<file path="src/rtl/vga_timing_gen.sv">
// vga_timing_gen: parametrised VGA raster timing with pixel-rate divider, delayed sync/de
// and a frame-aligned start/stop handshake.
module vga_timing_gen #(
    parameter int H_ACTIVE = 640,
    parameter int H_FP = 16,
    parameter int H_SYNC = 96,
    parameter int H_BP = 48,
    parameter int V_ACTIVE = 480,
    parameter int V_FP = 10,
    parameter int V_SYNC = 2,
    parameter int V_BP = 33,
    parameter bit HSYNC_POL = 1'b0,
    parameter bit VSYNC_POL = 1'b0,
    parameter int CLK_DIV = 4,
    parameter int CHAR_W = 8,
    parameter int CHAR_H = 16,
    parameter int PIPE_DLY = 2,
    localparam int H_TOTAL = H_ACTIVE + H_FP + H_SYNC + H_BP,
    localparam int V_TOTAL = V_ACTIVE + V_FP + V_SYNC + V_BP,
    localparam int XW = $clog2(H_TOTAL),
    localparam int YW = $clog2(V_TOTAL),
    localparam int CW = $clog2(H_ACTIVE / CHAR_W),
    localparam int RW = $clog2(V_ACTIVE / CHAR_H),
    localparam int GXW = $clog2(CHAR_W),
    localparam int GYW = $clog2(CHAR_H)
) (
    input  logic           clk_i,
    input  logic           rst_i,
    input  logic           enable_i,
    output logic           busy_o,
    output logic           pix_en_o,
    output logic [XW-1:0]  x_o,
    output logic [YW-1:0]  y_o,
    output logic [CW-1:0]  col_o,
    output logic [RW-1:0]  row_o,
    output logic [GXW-1:0] glyph_x_o,
    output logic [GYW-1:0] glyph_y_o,
    output logic           hsync_o,
    output logic           vsync_o,
    output logic           de_o,
    output logic           frame_start_o,
    output logic           line_start_o
);
    localparam int DW = CLK_DIV > 1 ? $clog2(CLK_DIV) : 1;
    localparam logic [DW-1:0] DV1 = DW'(CLK_DIV - 1);
    localparam logic [XW-1:0] HA = XW'(H_ACTIVE);
    localparam logic [XW-1:0] HS0 = XW'(H_ACTIVE + H_FP);
    localparam logic [XW-1:0] HS1 = XW'(H_ACTIVE + H_FP + H_SYNC);
    localparam logic [XW-1:0] HT1 = XW'(H_TOTAL - 1);
    localparam logic [YW-1:0] VA = YW'(V_ACTIVE);
    localparam logic [YW-1:0] VS0 = YW'(V_ACTIVE + V_FP);
    localparam logic [YW-1:0] VS1 = YW'(V_ACTIVE + V_FP + V_SYNC);
    localparam logic [YW-1:0] VT1 = YW'(V_TOTAL - 1);
    localparam logic [2:0] IDLE_LVL = {1'b0, ~HSYNC_POL, ~VSYNC_POL};

    typedef enum logic [1:0] {IDLE, RUN, STOPPING} state_t;

    state_t state, state_n;
    logic [DW-1:0] div, div_n;
    logic [XW-1:0] x_n;
    logic [YW-1:0] y_n;
    logic run_n, pix_n, wrap_x, last_pix, line_n, frame_n;
    logic [2:0] raw_n;
    // {de, hsync, vsync} levels; stage 0 tracks the current coordinates every clk
    logic [2:0] pipe [0:PIPE_DLY];

    always_ff @(posedge clk_i or posedge rst_i)
        if (rst_i) state <= IDLE;
        else state <= state_n;

    always_comb begin
        wrap_x = pix_en_o && x_o == HT1;
        last_pix = wrap_x && y_o == VT1;
        state_n = state == IDLE ? (enable_i ? RUN : IDLE)
                : enable_i ? RUN
                : (state == STOPPING && last_pix) ? IDLE : STOPPING;
    end

    always_comb begin
        run_n = state_n != IDLE;
        div_n = (state == IDLE || !run_n || div == DV1) ? '0 : div + 1'b1;
        pix_n = run_n && div_n == DV1;
        x_n = (state == IDLE || wrap_x) ? '0 : pix_en_o ? x_o + 1'b1 : x_o;
        y_n = state == IDLE ? '0 : wrap_x ? (y_o == VT1 ? '0 : y_o + 1'b1) : y_o;
        line_n = run_n && (state == IDLE || wrap_x);
        frame_n = run_n && (state == IDLE || last_pix);
        raw_n = run_n ? {x_n < HA && y_n < VA,
                         (x_n >= HS0 && x_n < HS1) ? HSYNC_POL : ~HSYNC_POL,
                         (y_n >= VS0 && y_n < VS1) ? VSYNC_POL : ~VSYNC_POL} : IDLE_LVL;
    end

    always_ff @(posedge clk_i or posedge rst_i) begin
        if (rst_i) begin
            div <= '0;
            busy_o <= 1'b0;
            pix_en_o <= 1'b0;
            x_o <= '0;
            y_o <= '0;
            col_o <= '0;
            row_o <= '0;
            glyph_x_o <= '0;
            glyph_y_o <= '0;
            line_start_o <= 1'b0;
            frame_start_o <= 1'b0;
            for (int i = 0; i <= PIPE_DLY; i++) pipe[i] <= IDLE_LVL;
        end else begin
            div <= div_n;
            busy_o <= run_n;
            pix_en_o <= pix_n;
            x_o <= x_n;
            y_o <= y_n;
            col_o <= CW'(x_n >> GXW);
            row_o <= RW'(y_n >> GYW);
            glyph_x_o <= x_n[GXW-1:0];
            glyph_y_o <= y_n[GYW-1:0];
            line_start_o <= line_n;
            frame_start_o <= frame_n;
            pipe[0] <= raw_n;
            // delay stages advance per pixel tick and flush when scan-out halts
            for (int i = 1; i <= PIPE_DLY; i++)
                pipe[i] <= !run_n ? IDLE_LVL : pix_en_o ? pipe[i-1] : pipe[i];
        end
    end

    assign {de_o, hsync_o, vsync_o} = pipe[PIPE_DLY];
endmodule

</file>
<file path="config.mk">
export PLATFORM = sky130hd
export DESIGN_NAME = vga_timing_gen
export DESIGN_NICKNAME = d
export VERILOG_FILES = /design/src/rtl/vga_timing_gen.sv
export SDC_FILE = /design/constraint.sdc
export NUM_CORES = 1
export LEC_CHECK = 0
export CAP_MARGIN = 20
export CORE_MARGIN = 2
export CORE_UTILIZATION = 50
export CTS_CLUSTER_DIAMETER = 30
export CTS_CLUSTER_SIZE = 40
export DETAILED_ROUTE_END_ITERATION = 16
export GPL_TIMING_DRIVEN = 0
export HOLD_SLACK_MARGIN = 0.03
export PLACE_DENSITY_LB_ADDON = 0.08
export SYNTH_ARGS = -nofsm -noshare
export SYNTH_HDL_FRONTEND = slang
export SYNTH_SLANG_ARGS = --single-unit
export TNS_END_PERCENT = 1
</file>
<file path="constraint.sdc">
create_clock -name clk_i -period 2.3 [get_ports clk_i]
set_input_delay 0.46 -clock clk_i [delete_from_list [all_inputs] [get_ports clk_i]]
set_output_delay 0.46 -clock clk_i [all_outputs]
set_load 0.02 [all_outputs]
</file>
==> results_dict.tcl <==
set metrics [dict create \
    status "completed" \
    numCtsBuffers 5 \
    initial_core_util 0.520 \
    antenna_found_initial 0 \
    rows 23 \
    rsz0062_at_grt "false" \
    hp-class "reg2reg" \
    nNetsFinal 273 \
    path_max_fanout 8 \
    worstMarginPinSlew_ns 0.758 \
    finalMaxSlewViolations 0 \
    worstPathRequired_ns 2.50 \
    finalCritPeriodShare 0.952 \
    place.gp.congestion 0.841 \
    grt_pass1_wl_mm 7.17 \
    grt_usage 0.205 \
    syn_area_per_cell_sq_um 9.97 \
    yosys_warnings 0 \
    cts_tree "done" \
    clk_path_buf_depth 2 \
    path_class "reg2reg" \
    clock-skew-final_ns 0.00639 \
    p_switching_uw 449 \
    netlist_area_sq_um 2090 \
    peakVddDrop_mv 0.308 \
    hpwl_mm 3.11 \
    num_vias 1672 \
    p_comb_frac 0.230 \
    cp-end-kind "flip-flop" \
    die-area_sq_um 4720 \
    io_pins 49 \
    clock_sinks 37 \
    maxCapViolCount 0 \
    yosysSeqAreaShare 0.446 \
    syn_to_final_growth_pct 31.7 \
    htree_levels 2 \
    diodes 0 \
    wire_per_inst_um 13.6 \
    root_buffer "clkbuf_8" \
    syn_inst 210 \
    die_h_um 68.7 \
    arrival_ns 2.39 \
    setup.worst_path.start_class "flip-flop" \
    p_sw_frac 0.292 \
    ant_nets 0 \
    setup-violations-final 0 \
    clkLatencyLatePin_ns 0.29 \
    drt-total-wl_mm 4.33 \
    synth_ff_type "dfrtp_1" \
    power.density_nw_per_um2 558 \
    drt_iter0_drc 79 \
    holdBufCountCts 0 \
    fin_area_sq_um 2760 \
    total_leakage_power_nw 1.18 \
    tns_ns 0 \
    grt_max_degree 38 \
    ys_async_sr_fraction 1.00 \
    grt_overflow 0 \
    slew_headroom 0.494 \
    p_int_mw 1.09 \
    synth_edf_count 0 \
    vias_per_cell 5.27 \
    r2r-start "glyph_x_o[1]" \
    finalHoldViolCount 0 \
    grt_pass1_vias 1500 \
    clk_pin_slew_ns 0.07 \
    crit_start "glyph_x_o[1]" \
    power_frac_clock 0.290 \
    synth_cell_types 49 \
    ys_seq_elements 37 \
    fp.coreArea_sq_um 4030 \
    drive_gt1_frac 0.221 \
    final.min_clock_period_ns 2.19 \
    fmax_mhz 457 \
    min_from "div[0]" \
    drt_first_pass_iters 4 \
    synth_nets 217 \
    port_buffers 48 \
    die_w_um 68.7 \
    dpl-instance-area_sq_um 2640 \
    drc_errors 0 \
    seq_power_share 0.481 \
]
-- logic make-up (layout without fill, tap and decap cells) --
kind of cell             after synthesis  in the layout  synth area share
multiplexers                           9              9            0.0436
buffers and inverters                 34             91             0.111
XOR/XNOR                              15             15            0.0628
flip-flops                            37             37             0.446
AO/OA/AOI/OAI                         26             26            0.0801
adder cells (fa/ha/maj)                4              4            0.0239
AND/OR/NAND/NOR                       85             85             0.233
-- Yosys cell counts (2+ instances only) --
master	n	area share
and3_1	3	0.0090
dfstp_2	6	0.075
and4_1	2	0.0084
mux2i_1	8	0.038
nand2b_1	3	0.0090
buf_2	5	0.012
xnor2_1	7	0.029
inv_1	3	0.0054
o22ai_1	3	0.0090
nor3_1	4	0.0096
nand3_1	4	0.0096
buf_4	22	0.079
nor4_1	4	0.012
or2_2	3	0.0090
o21ai_1	2	0.0048
nor2_1	23	0.041
nand2_1	19	0.034
o31ai_1	2	0.0072
buf_6	2	0.011
nand4_1	5	0.015
o21ai_0	2	0.0048
xor2_1	8	0.033
a21oi_1	11	0.026
ha_1	4	0.024
dfrtp_1	31	0.37
-- power groups by stage --
stage	sequential (mW)	combinational [mW]	clock, mW
floorplan	0.782	0.178	0
global placement	0.753	0.320	0
detailed placement	0.756	0.326	0
CTS	0.743	0.326	0.457
global route	0.746	0.395	0.490
finish	0.739	0.353	0.445
-- layout by cell type, fill, tap and decap left out, types with 5 or more instances in the layout --
master	n
dfstp_2	6
clkbuf_8	5
clkdlybuf4s50_1	48
xor2_1	6
nand4_1	5
nand2_1	19
a21oi_1	11
nor2_1	22
buf_4	24
xnor2_1	7
dfrtp_1	31
mux2i_1	8
-- layer usage --
| layer | GRT usage | share of wire | up-vias |
|---|---|---|---|
| li1 | - | - | 818 |
| met1 | 0.299 | 0.48 | 804 |
| met2 | 0.298 | 0.46 | 44 |
| met3 | 0.0487 | 0.047 | 6 |
| met4 | 0.0662 | 0.013 | 0 |
| met5 | 0 | 0 | - |
-- what timing repair did --
item / in CTS / in global routing
resized for setup: 0 / 6
setup endpoints to repair: 0 / 2
setup buffers: 0 / 2
-- sequential cells by signal (all words and copies together) (netlist names), 2 cells and up --
signal	count
col_o	7
pipe	6
row_o	4
glyph_y_o	3
y_o	3
div	2
glyph_x_o	2
state	2
-- per-stage QoR --
stage               cells  hold WS (ns)  setup WS [ns]   util  power, mW
finish                317         0.478          0.110  0.684       1.54
CTS                   316         0.479         0.0541  0.675       1.53
global route          317         0.513       0.000491  0.684       1.63
detailed placement    308         0.468         0.0820  0.654       1.08
floorplan             210         0.439          0.140      -      0.960
global placement      308         0.463         0.0806  0.654       1.07
-- critical path, stage by stage (launching register included) --
cell and delay, ns:
dfrtp_1 0.42, ha_2 0.19, and4_2 0.28, and4_4 0.21, or2_2 0.28, buf_4 0.17, a2bb2oi_2 0.17, nor4_4 0.24
nand4_1 0.14
-- cell type report --
class | count | area (sq um)
clock inverters | 2 | 10.0
inverters | 4 | 15.0
plain buffers | 29 | 211
multi-input cells | 139 | 956
clock buffers | 6 | 72.6
flip-flops and latches | 37 | 933
fillers | 343 | 1270
well taps | 50 | 62.6
repair buffers | 50 | 495
-- path summary, 6_finish.rpt --
| check | endpoint | slack, ns | depth (start not counted) |
|---|---|---|---|
| setup / recovery | pipe[6] | 0.11 | 8 |
| hold / removal | div[0] | 0.48 | 1 |
| setup reg to reg | pipe[6] | 0.11 | 8 |
| hold reg to reg | div[0] | 0.48 | 1 |
| max in group asynchronous | y_o[9] | 1.19 | 2 |
| min in group asynchronous | busy_o | 0.62 | 2 |
Power figures use the tool's default switching activity.
